**config.mk**
```make
export PLATFORM = sky130hd
export DESIGN_NAME = hyperbus_delay_cal_flat
export DESIGN_NICKNAME = d
export VERILOG_FILES = /design/src/rtl/hyperbus_delay_cal_pkg.sv /design/src/rtl/hyperbus_delay_cal_if.sv /design/src/rtl/hyperbus_cal_window_tracker.sv /design/src/rtl/hyperbus_delay_cal.sv /design/src/flat_wrapper.sv
export SDC_FILE = /design/constraint.sdc
export NUM_CORES = 1
export LEC_CHECK = 0
export BUFFER_PORTS_ARGS = -buffer_cell sky130_fd_sc_hd__buf_2
export CORE_MARGIN = 2
export CORE_UTILIZATION = 52
export DETAILED_ROUTE_END_ITERATION = 10
export MAX_ROUTING_LAYER = met4
export PLACE_DENSITY = 0.74
export SLEW_MARGIN = 20
export SYNTH_ARGS = -nofsm -noshare
export SYNTH_HDL_FRONTEND = slang
export SYNTH_HIERARCHICAL = 1
export SYNTH_SLANG_ARGS = --single-unit
```
**constraint.sdc**
```tcl
create_clock -name clk_i -period 2 [get_ports clk_i]
set_input_delay 0.2 -clock clk_i [delete_from_list [all_inputs] [get_ports clk_i]]
set_output_delay 0.2 -clock clk_i [all_outputs]
set_load 0.005 [all_outputs]
```
**src/rtl/hyperbus_delay_cal_pkg.sv**
```systemverilog
// Shared types and helpers for the hyperbus receive-path delay calibration.
package hyperbus_delay_cal_pkg;

  typedef enum logic [2:0] {
    CAL_IDLE   = 3'd0,
    CAL_SET    = 3'd1,
    CAL_SETTLE = 3'd2,
    CAL_TEST   = 3'd3,
    CAL_EVAL   = 3'd4,
    CAL_FINISH = 3'd5
  } cal_state_e;

  localparam int CAL_BIT_WIDTH = 3;
  localparam int N_TAPS        = 1 << CAL_BIT_WIDTH;

  // Widest delay code the centre helper accepts; callers zero-extend into it.
  localparam int CODE_W_MAX = 16;

  // Floor of the midpoint, summed one bit wider so the carry is never lost.
  function automatic logic [CODE_W_MAX-1:0] centre_code(
    input logic [CODE_W_MAX-1:0] first,
    input logic [CODE_W_MAX-1:0] last
  );
    logic [CODE_W_MAX:0] sum;
    sum = {1'b0, first} + {1'b0, last};
    return sum[CODE_W_MAX:1];
  endfunction

endpackage

```
**src/rtl/hyperbus_delay_cal_if.sv**
```systemverilog
// Test-read handshake between the calibration controller and the transaction engine.
interface hyperbus_delay_cal_if;

  logic test_req;
  logic test_ack;
  logic test_pass;

  modport master (
    output test_req,
    input  test_ack,
    input  test_pass
  );

  modport slave (
    input  test_req,
    output test_ack,
    output test_pass
  );

endinterface

```
**src/rtl/hyperbus_cal_window_tracker.sv**
```systemverilog
// Tracks the current passing run and the longest run seen so far during a sweep.
module hyperbus_cal_window_tracker
  import hyperbus_delay_cal_pkg::*;
#(
  parameter int BIT_WIDTH = CAL_BIT_WIDTH
) (
  input  logic                 clk_i,
  input  logic                 rst_ni,
  input  logic                 clear_i,
  input  logic                 upd_i,
  input  logic                 pass_i,
  input  logic [BIT_WIDTH-1:0] code_i,
  output logic [BIT_WIDTH-1:0] best_start_o,
  output logic [BIT_WIDTH:0]   best_len_o
);

  logic [BIT_WIDTH-1:0] cur_start_reg, cur_start_next;
  logic [BIT_WIDTH:0]   cur_len_reg, cur_len_next;
  logic [BIT_WIDTH-1:0] best_start_reg, best_start_next;
  logic [BIT_WIDTH:0]   best_len_reg, best_len_next;
  logic [BIT_WIDTH-1:0] run_start;
  logic [BIT_WIDTH:0]   cur_len_inc;

  assign run_start   = (cur_len_reg == '0) ? code_i : cur_start_reg;
  assign cur_len_inc = cur_len_reg + (BIT_WIDTH+1)'(1);

  always_comb begin
    cur_start_next  = cur_start_reg;
    cur_len_next    = cur_len_reg;
    best_start_next = best_start_reg;
    best_len_next   = best_len_reg;
    if (clear_i) begin
      cur_start_next  = '0;
      cur_len_next    = '0;
      best_start_next = '0;
      best_len_next   = '0;
    end else if (upd_i) begin
      if (pass_i) begin
        cur_start_next = run_start;
        cur_len_next   = cur_len_inc;
        // Strictly longer only, so the earliest of equal-length windows wins.
        if (cur_len_inc > best_len_reg) begin
          best_start_next = run_start;
          best_len_next   = cur_len_inc;
        end
      end else begin
        cur_len_next = '0;
      end
    end
  end

  always_ff @(posedge clk_i) begin
    if (!rst_ni) begin
      cur_start_reg  <= '0;
      cur_len_reg    <= '0;
      best_start_reg <= '0;
      best_len_reg   <= '0;
    end else begin
      cur_start_reg  <= cur_start_next;
      cur_len_reg    <= cur_len_next;
      best_start_reg <= best_start_next;
      best_len_reg   <= best_len_next;
    end
  end

  assign best_start_o = best_start_reg;
  assign best_len_o   = best_len_reg;

endmodule

```
**src/rtl/hyperbus_delay_cal.sv**
```systemverilog
// Delay-line calibration: sweeps every tap, test-reads each, and programs the
// centre of the longest passing window (or a default code if none pass).
module hyperbus_delay_cal
  import hyperbus_delay_cal_pkg::*;
#(
  parameter int BIT_WIDTH    = CAL_BIT_WIDTH,
  parameter int DEFAULT_CODE = 4,
  parameter int SETTLE_CYC   = 4,
  parameter int TIMEOUT_CYC  = 64
) (
  input  logic                 clk_i,
  input  logic                 rst_ni,
  input  logic                 start_i,
  input  logic                 cfg_manual_i,
  input  logic [BIT_WIDTH-1:0] cfg_manual_code_i,
  hyperbus_delay_cal_if.master test_if,
  output logic [BIT_WIDTH-1:0] delay_o,
  output logic                 busy_o,
  output logic                 done_o,
  output logic                 fail_o,
  output logic [BIT_WIDTH-1:0] win_first_o,
  output logic [BIT_WIDTH-1:0] win_last_o
);

  localparam logic [2:0] S_IDLE   = CAL_IDLE;
  localparam logic [2:0] S_SET    = CAL_SET;
  localparam logic [2:0] S_SETTLE = CAL_SETTLE;
  localparam logic [2:0] S_TEST   = CAL_TEST;
  localparam logic [2:0] S_EVAL   = CAL_EVAL;
  localparam logic [2:0] S_FINISH = CAL_FINISH;

  localparam int TIMER_MAX = (TIMEOUT_CYC > SETTLE_CYC) ? TIMEOUT_CYC : SETTLE_CYC;
  localparam int TIMER_W   = $clog2(TIMER_MAX + 1);
  localparam logic [BIT_WIDTH-1:0] LAST_CODE = '1;

  logic [2:0]           state_reg;
  logic [BIT_WIDTH-1:0] code_reg;
  logic [BIT_WIDTH-1:0] delay_reg;
  logic [BIT_WIDTH-1:0] win_first_reg;
  logic [BIT_WIDTH-1:0] win_last_reg;
  logic [TIMER_W-1:0]   timer_reg;
  logic                 result_reg;
  logic                 fail_reg;
  logic                 done_reg;

  logic                 start_accept;
  logic [BIT_WIDTH-1:0] best_start;
  logic [BIT_WIDTH:0]   best_len;
  logic [BIT_WIDTH-1:0] win_last_calc;
  logic [BIT_WIDTH-1:0] centre_calc;

  assign start_accept  = (state_reg == S_IDLE) && !cfg_manual_i && start_i;
  assign win_last_calc = BIT_WIDTH'({1'b0, best_start} + best_len - (BIT_WIDTH+1)'(1));
  assign centre_calc   = BIT_WIDTH'(centre_code(CODE_W_MAX'(best_start), CODE_W_MAX'(win_last_calc)));

  hyperbus_cal_window_tracker #(
    .BIT_WIDTH (BIT_WIDTH)
  ) u_tracker (
    .clk_i        (clk_i),
    .rst_ni       (rst_ni),
    .clear_i      (start_accept),
    .upd_i        (state_reg == S_EVAL),
    .pass_i       (result_reg),
    .code_i       (code_reg),
    .best_start_o (best_start),
    .best_len_o   (best_len)
  );

  always_ff @(posedge clk_i) begin
    if (!rst_ni) begin
      state_reg     <= S_IDLE;
      code_reg      <= '0;
      delay_reg     <= BIT_WIDTH'(DEFAULT_CODE);
      win_first_reg <= '0;
      win_last_reg  <= '0;
      timer_reg     <= '0;
      result_reg    <= 1'b0;
      fail_reg      <= 1'b0;
      done_reg      <= 1'b0;
    end else begin
      done_reg <= 1'b0;
      case (state_reg)
        S_IDLE: begin
          if (cfg_manual_i) begin
            delay_reg <= cfg_manual_code_i;
          end else if (start_i) begin
            code_reg  <= '0;
            fail_reg  <= 1'b0;
            timer_reg <= '0;
            state_reg <= S_SET;
          end
        end
        S_SET: begin
          delay_reg <= code_reg;
          timer_reg <= '0;
          state_reg <= S_SETTLE;
        end
        S_SETTLE: begin
          if (timer_reg == TIMER_W'(SETTLE_CYC - 1)) begin
            timer_reg <= '0;
            state_reg <= S_TEST;
          end else begin
            timer_reg <= timer_reg + TIMER_W'(1);
          end
        end
        S_TEST: begin
          // A missing ack is scored as a failing tap rather than stalling the sweep.
          if (test_if.test_ack) begin
            result_reg <= test_if.test_pass;
            timer_reg  <= '0;
            state_reg  <= S_EVAL;
          end else if (timer_reg == TIMER_W'(TIMEOUT_CYC - 1)) begin
            result_reg <= 1'b0;
            timer_reg  <= '0;
            state_reg  <= S_EVAL;
          end else begin
            timer_reg <= timer_reg + TIMER_W'(1);
          end
        end
        S_EVAL: begin
          if (code_reg == LAST_CODE) begin
            state_reg <= S_FINISH;
          end else begin
            code_reg  <= code_reg + BIT_WIDTH'(1);
            state_reg <= S_SET;
          end
        end
        S_FINISH: begin
          if (best_len != '0) begin
            win_first_reg <= best_start;
            win_last_reg  <= win_last_calc;
            delay_reg     <= centre_calc;
          end else begin
            fail_reg  <= 1'b1;
            delay_reg <= BIT_WIDTH'(DEFAULT_CODE);
          end
          done_reg  <= 1'b1;
          state_reg <= S_IDLE;
        end
        default: state_reg <= S_IDLE;
      endcase
    end
  end

  assign test_if.test_req = (state_reg == S_TEST);
  assign delay_o          = delay_reg;
  assign busy_o           = (state_reg != S_IDLE);
  assign done_o           = done_reg;
  assign fail_o           = fail_reg;
  assign win_first_o      = win_first_reg;
  assign win_last_o       = win_last_reg;

endmodule
```
**src/flat_wrapper.sv**
```systemverilog
// flat-port wrapper written by rule: the top's interface ports become plain ports
module hyperbus_delay_cal_flat import hyperbus_delay_cal_pkg::*;
#(
  parameter int BIT_WIDTH    = CAL_BIT_WIDTH,
  parameter int DEFAULT_CODE = 4,
  parameter int SETTLE_CYC   = 4,
  parameter int TIMEOUT_CYC  = 64
)
  (clk_i, rst_ni, start_i, cfg_manual_i, cfg_manual_code_i, delay_o, busy_o, done_o, fail_o, win_first_o, win_last_o, test_if_test_req, test_if_test_ack, test_if_test_pass);
  hyperbus_delay_cal_if test_if_i ();
  input  logic clk_i;
  input  logic rst_ni;
  input  logic start_i;
  input  logic cfg_manual_i;
  input  logic [BIT_WIDTH-1:0] cfg_manual_code_i;
  output logic [BIT_WIDTH-1:0] delay_o;
  output logic busy_o;
  output logic done_o;
  output logic fail_o;
  output logic [BIT_WIDTH-1:0] win_first_o;
  output logic [BIT_WIDTH-1:0] win_last_o;
  output wire logic [$bits(test_if_i.test_req)-1:0] test_if_test_req;
  input wire logic [$bits(test_if_i.test_ack)-1:0] test_if_test_ack;
  input wire logic [$bits(test_if_i.test_pass)-1:0] test_if_test_pass;
  assign test_if_test_req = test_if_i.test_req;
  assign test_if_i.test_ack = test_if_test_ack;
  assign test_if_i.test_pass = test_if_test_pass;
  hyperbus_delay_cal #(.BIT_WIDTH(BIT_WIDTH), .DEFAULT_CODE(DEFAULT_CODE), .SETTLE_CYC(SETTLE_CYC), .TIMEOUT_CYC(TIMEOUT_CYC)) u_core (.clk_i(clk_i), .rst_ni(rst_ni), .start_i(start_i), .cfg_manual_i(cfg_manual_i), .cfg_manual_code_i(cfg_manual_code_i), .test_if(test_if_i), .delay_o(delay_o), .busy_o(busy_o), .done_o(done_o), .fail_o(fail_o), .win_first_o(win_first_o), .win_last_o(win_last_o));
endmodule
```
==> results of run 1 <==
-- area by class of cell --
cell class | count | area [um^2]
sequential | 39 | 788
timing repair buffer | 46 | 297
clock buffer | 6 | 82.6
tap | 50 | 62.6
inverter | 14 | 52.6
clock inverter | 2 | 35.0
fill | 302 | 1240
multi-input combinational | 184 | 1500
-- stage by stage --
step | setup TNS, ps | hold slack [ps] | std cells | power, mW | worst slack [ps]
2_1_floorplan | -58.5 | 348 | 247 | 0.884 | -47.5
3_3_place_gp | -129 | 439 | 331 | 0.918 | -46.1
3_5_place_dp | -502 | 443 | 331 | 0.918 | -138
4_1_cts | -248 | 161 | 341 | 1.60 | -130
5_1_grt | -514 | 173 | 341 | 1.64 | -280
6_report | -205 | 163 | 341 | 1.58 | -136
-- worst min-delay path by stage --
| stage | from | endpoint | slack [ps] | cells after the start |
|---|---|---|---|---|
| after floorplan | test_if_test_ack | u_core/result_reg$_SDFFE_PN0P_ | 350 | 2 |
| after global placement | u_core/delay_o[0]$_SDFFE_PN0P_ | u_core/delay_o[0]$_SDFFE_PN0P_ | 440 | 2 |
| after detailed placement | u_core/delay_o[0]$_SDFFE_PN0P_ | u_core/delay_o[0]$_SDFFE_PN0P_ | 440 | 2 |
| after CTS | test_if_test_pass | u_core/result_reg$_SDFFE_PN0P_ | 160 | 3 |
| after global routing | test_if_test_pass | u_core/result_reg$_SDFFE_PN0P_ | 170 | 3 |
| final | test_if_test_pass | u_core/result_reg$_SDFFE_PN0P_ | 160 | 3 |
-- per-layer routing --
metal	GRT usage (%)	vias to the layer above
met5	-	-
met4	7.63	0
met3	4.22	8
met2	36.0	60
li1	-	982
met1	29.7	945
-- placed cells by master, fill, tap and decap left out, drive strengths merged, types with 6 or more instances in the layout --
master	count
a211oi	12
a21oi	19
buf	46
clkbuf	6
dfxtp	39
ha	15
inv	14
mux2i	10
nand2	12
nand2b	6
nand3	10
nor2	24
nor2b	10
xnor2	9
-- cell families (layout without fill, tap and decap cells) --
family                   count (synthesis)  in the layout
XOR/XNOR                                11             11
flip-flops                              39             39
multiplexers                            10             10
AND/OR/NAND/NOR                         83             83
adder cells (fa/ha/maj)                 16             16
AO/OA/AOI/OAI                           64             64
buffers and inverters                   24             68
-- worst reg2reg max path, stage by stage, from the launching register on --
cell,delay (ps)
dfxtp_2,340
inv_2,50
ha_4,250
inv_2,40
ha_4,150
xor2_1,170
xnor2_1,200
ha_1,280
xnor2_1,140
nor3_1,170
a211oi_1,70
o31ai_1,190
-- report_power, final --
part | total [mW] | internal [mW] | leakage [nW] | switching, mW
clock | 0.677 | 0.404 | 0.0612 | 0.274
combinational | 0.108 | 0.0415 | 0.757 | 0.0666
sequential | 0.797 | 0.785 | 0.318 | 0.0119
-- what timing repair did --
action,4_1_cts,5_1_grt
setup endpoints to repair,10,10
resized for setup,17,19
pin swaps,9,8
buffers inserted,2,0
==> results_dict.tcl, run 1 <==
set metrics [dict create \
    yosys-top-cells-count "dfxtp_1 (39), nor2_1 (24), a21oi_1 (19)" \
    synth_compound_area_share_pct 21.4 \
    dieArea_um2 4790 \
    powerDensity_nw_per_um2 561 \
    synth_xor_area_share_pct 4.35 \
    leakage_nw 1.14 \
    end_kind "flop" \
    critPathRequiredTime_ps 2200 \
    via_per_inst 5.85 \
    start_kind "flop" \
    wl_met1_um 2540 \
    start_util_pct 54.5 \
    cp_top_family "adder cells" \
    ys_seq_area_share_pct 35.3 \
    cts_buffers 5 \
    rrSetupSlack_ps -140 \
    ioPinCount 22 \
    setup_ws_ps -136 \
    worstPathCellList "inv_2 > ha_4 > inv_2 > ha_4 > xor2_1 > xnor2_1 > ha_1 > xnor2_1 > nor3_1 > a211oi_1 > o31ai_1" \
    clock_sinks 39 \
    cts_max_level 2 \
    largest_reg_flops 7 \
    synth-adder-area-share_pct 9.38 \
    drc 0 \
    rsz0062_at_grt "yes" \
    dr_wl_met3_um 230 \
    max_freq_mhz 468 \
    gp_congestion 0.951 \
    crit_buf_inv 2 \
    area_delta_synth_final_pct 27.5 \
    skew_ps 6.05 \
    antenna_found_initial 0 \
    postPlaceCellArea_um2 2520 \
    min_period_ps 2140 \
    synth_top_family_by_area "compound AO/OA/AOI/OAI gates" \
    synth_flop_cell "dfxtp_1" \
    crit_type "flop to flop" \
    route.met2.wl_um 2630 \
    synth_area_leaders "dfxtp_1 (35%), ha_1 (8.5%), mux2i_1 (4.5%)" \
    synthCells 247 \
    fin_util_pct 69.5 \
    die_x_um 69.2 \
    postSynthAreaPerCell_um2 8.96 \
    startpoint "u_core/u_tracker/best_start_o[1]$_SDFFE_PP0P_" \
    drv_slew 0 \
    grt_pass1_wl_um 8730 \
    portBuffers 21 \
    worst_slew_pin_slew_ps 507 \
    rr_endpoint "u_core/delay_o[1]$_SDFFE_PN0P_" \
    ir_drop_mv 0.471 \
    ant_nets 0 \
    slew_headroom_pct 66.0 \
    synth_edf_count 0 \
    final_nets 315 \
    hold_viol 0 \
    wl_per_cell_um 16.0 \
    gr-total-overflow 0 \
    cts.clk_slew.worst_paths_ps 80 \
    cts_tree "done" \
    synth_top_area_cell "dfxtp_1" \
    r2r_cells 11 \
    cpMaxStageDelayCell "dfxtp_2" \
    hpwl_um 3710 \
    cpPeakStageDelay_ps 340 \
    synth_async_sr_flop_share_pct 0 \
    finish.instance_area_um2 2820 \
    netlist_area_um2 2210 \
    fp-row-count 23 \
    min_path_type "input port to flop" \
    violations "setup timing" \
    die_h_um 69.2 \
    grt_pass1_vias 1889 \
    ys_seq_elements 39 \
    synth.most_common_cell "dfxtp_1" \
    hold_buffers 0 \
    dr_total_vias 1995 \
    critPathMaxFanout 2 \
    r2r-start "u_core/u_tracker/best_start_o[1]$_SDFFE_PP0P_" \
    yosys_warnings 6 \
    wirelength_um 5470 \
    status "finished with violations" \
    synth.distinct_cells 47 \
    synthSimpleGateAreaFrac_pct 20.7 \
    track_usage_pct 22.9 \
    core_region_area_um2 4060 \
    crit_arrival_ps 2340 \
    num_antenna_cells 0 \
    first_pass_iters 5 \
    drive_gt1_share_pct 32.0 \
    dr.max_layer_used "met4" \
    syn_nets 272 \
    setup_viol 2 \
    muxShareOfSynthArea_pct 4.52 \
    grt_max_degree 17 \
    drtIter0Drc 160 \
    crit_cells 11 \
    drv_cap 0 \
    fin_crit_sh_pct 107 \
    crit_end "u_core/delay_o[1]$_SDFFE_PN0P_" \
    clock-root-buffer "clkbuf_8" \
    ctsLongestPathBuffers 2 \
    synth_top_area_share_pct 35.3 \
    clk_latency_ps 290 \
]
No activity file was read; power rests on OpenSTA's default activity.
==> run 2, diff against run 1 <==
Settings changed: CORE_ASPECT_RATIO from default to 2, PLACE_DENSITY 0.74 to 0.72, SYNTH_HIERARCHICAL 1 to default.
Clock period 2 ns to 2.4 ns, I/O delays scaled along.
==> run 2 against run 1 <==
The run now ends clean. Worst setup slack better by 270 ps. Global-route usage up 1.2 points. Combinational power up 5%. Sequential share of layout area up 4.4 points. Non-clock buffer count down 12. Final cell count down 3.5%. Register-to-register slack better by 270 ps. Clock-buffer cell count unchanged. Power down 22%. Critical endpoint is now u_core.delay_o[1]$_SDFFE_PN0P_. Sequential power down 15%. Core utilization down 7.1 points.
==> results_dict.tcl, run 2 <==
set metrics [dict create \
    drtIter0Drc 55 \
    critPathMaxFanout 3 \
    track_usage_pct 24.0 \
    critPathRequiredTime_ps 2630 \
    fin_util_pct 62.4 \
    clock-root-buffer "clkbuf_8" \
    min_path_type "input port to flop" \
    antenna_found_initial 0 \
    r2r-start "u_core.u_tracker.best_len_o[1]$_SDFFE_PP0P_" \
    portBuffers 21 \
    crit_type "flop to flop" \
    grt_pass1_vias 1869 \
    cpPeakStageDelay_ps 360 \
    cts.clk_slew.worst_paths_ps 80 \
    cpMaxStageDelayCell "dfxtp_2" \
    skew_ps 10.0 \
    min_to "u_core.delay_o[2]$_SDFFE_PN1P_" \
    via_per_inst 5.73 \
    largest_reg_flops 7 \
    most-common-layout-cells "dfxtp_1 (37), nand2_1 (30), nor2_1 (25)" \
    start_util_pct 54.3 \
    ioPinCount 22 \
    wirelength_um 4880 \
    r2r_cells 11 \
    final_nets 303 \
    netlist_area_um2 2110 \
    gr-total-overflow 0 \
    cts_tree "done" \
    leakage_nw 1.01 \
    yosys-top-cells-count "dfxtp_1 (39), nand2_1 (30), nor2_1 (25)" \
    layout.cells.most_common "dfxtp_1" \
    synth_async_sr_flop_share_pct 0 \
    clock_sinks 39 \
    min_from "rst_ni" \
    synth_edf_count 0 \
    setup_viol 0 \
    synth_top_area_cell "dfxtp_1" \
    grt_pass1_wl_um 8200 \
    drv_cap 0 \
    min_period_ps 2270 \
    rrSetupSlack_ps 130 \
    fp-row-count 32 \
    cp_top_family "adder cells" \
    gp_congestion 0.852 \
    ir_drop_mv 0.458 \
    crit_arrival_ps 2490 \
    core_region_area_um2 3880 \
    drive_gt1_share_pct 20.5 \
    synthCells 246 \
    crit_buf_inv 2 \
    rsz0062_at_grt "no" \
    final.setup.tns_ps 0 \
    dieArea_um2 4610 \
    wl_per_cell_um 14.8 \
    ys_seq_area_share_pct 37.0 \
    dr_total_vias 1884 \
    die_x_um 49.0 \
    fin_crit_sh_pct 94.5 \
    postSynthAreaPerCell_um2 8.57 \
    synth_area_leaders "dfxtp_1 (37%), ha_1 (8.9%), nand2_1 (5.3%)" \
    syn_nets 271 \
    start_kind "flop" \
    hpwl_um 3760 \
    drv_slew 0 \
    first_pass_iters 4 \
    hold_depth 2 \
    cts_max_level 2 \
    synth.most_common_cell "dfxtp_1" \
    clk_latency_ps 290 \
    ant_nets 0 \
    worstPathCellList "inv_2 > ha_4 > inv_2 > ha_4 > xor2_2 > xnor2_1 > ha_1 > xor2_1 > o311ai_1 > o211ai_1 > a21oi_1" \
    cts_buffers 5 \
    worst_slew_pin_slew_ps 686 \
    rr_endpoint "u_core.delay_o[1]$_SDFFE_PN0P_" \
    max_freq_mhz 441 \
    grt_max_degree 18 \
    ctsLongestPathBuffers 2 \
    drc 0 \
    end_kind "flop" \
    status "completed" \
    synth_flop_cell "dfxtp_1" \
    yosys_warnings 0 \
    synth_top_area_share_pct 37.0 \
    hold_viol 0 \
    num_antenna_cells 0 \
    ys_seq_elements 39 \
    powerDensity_nw_per_um2 511 \
    die_h_um 94.1 \
    synth.distinct_cells 47 \
    area_delta_synth_final_pct 15.0 \
    slew_headroom_pct 54.0 \
]
## run 2: cells by family (layout without fill, tap and decap cells)
| family | count (synthesis) | count (layout) | synth area share, % |
|---|---|---|---|
| AND/OR/NAND/NOR | 90 | 90 | 21.4 |
| AO/OA/AOI/OAI | 56 | 56 | 17.2 |
| flip-flops | 39 | 39 | 37.0 |
| buffers and inverters | 28 | 60 | 6.83 |
| adder cells (fa/ha/maj) | 16 | 16 | 9.85 |
| multiplexers | 11 | 11 | 5.22 |
| XOR/XNOR | 6 | 6 | 2.49 |
## run 2: area by class of cell
class                   count  area [um^2]
multi-input cells         179         1220
well taps                  51         63.8
flip-flops and latches     39          783
repair buffers             34          203
fillers                   369         1460
clock buffers               6         82.6
clock inverters             1         5.00
inverters                  19         71.3
## run 2: routing by layer
| metal | track usage, % | share of wire (%) | routed length [um] |
|---|---|---|---|
| met5 | - | 0 | 0 |
| met4 | 16.0 | 4.3 | 208 |
| met3 | 3.03 | 2.1 | 104 |
| met2 | 46.1 | 58 | 2850 |
| met1 | 21.2 | 35 | 1720 |
## run 2: worst max path at each step
stage / start / end / slack (ps) / cells after the start
4_1_cts: u_core.u_tracker.best_len_o[1]$_SDFFE_PP0P_ / u_core.delay_o[1]$_SDFFE_PN0P_ / 4 / 11
3_5_place_dp: u_core.u_tracker.best_len_o[1]$_SDFFE_PP0P_ / u_core.delay_o[1]$_SDFFE_PN0P_ / 30 / 11
5_1_grt: u_core.u_tracker.best_len_o[1]$_SDFFE_PP0P_ / u_core.delay_o[1]$_SDFFE_PN0P_ / 10 / 11
6_report: u_core.u_tracker.best_len_o[1]$_SDFFE_PP0P_ / u_core.delay_o[1]$_SDFFE_PN0P_ / 130 / 11
2_1_floorplan: u_core.u_tracker.best_start_o[1]$_SDFFE_PP0P_ / u_core.delay_o[1]$_SDFFE_PN0P_ / 180 / 11
3_3_place_gp: u_core.u_tracker.best_len_o[1]$_SDFFE_PP0P_ / u_core.delay_o[1]$_SDFFE_PN0P_ / 90 / 11
## run 2: power breakdown
part / internal [mW] / switching [mW] / leakage, nW
Combinational: 0.0441 / 0.0691 / 0.648
Sequential: 0.658 / 0.0174 / 0.316
Clock: 0.226 / 0.225 / 0.0470
Total: 0.927 / 0.311 / 1.01
## run 2: what timing repair did
action / 4_1_cts / 5_1_grt
pin swaps: 1 / 5
resized for setup: 0 / 10
endpoints found under the setup margin: 1 / 3
endpoints found under the hold margin: 0 / 0
setup buffers: 1 / 0
hold buffers: 0 / 0
## run 2: per-stage QoR
| step | hold slack, ps | power, mW | std cells | setup slack [ps] | area [um^2] |
|---|---|---|---|---|---|
| 4_1_cts | 184 | 1.25 | 329 | 4.30 | 2390 |
| 6_report | 201 | 1.24 | 329 | 133 | 2420 |
| 2_1_floorplan | 302 | 0.768 | 246 | 182 | 2110 |
| 3_3_place_gp | 461 | 0.802 | 321 | 87.1 | 2290 |
| 5_1_grt | 204 | 1.29 | 329 | 11.3 | 2420 |
| 3_5_place_dp | 457 | 0.803 | 321 | 33.1 | 2290 |
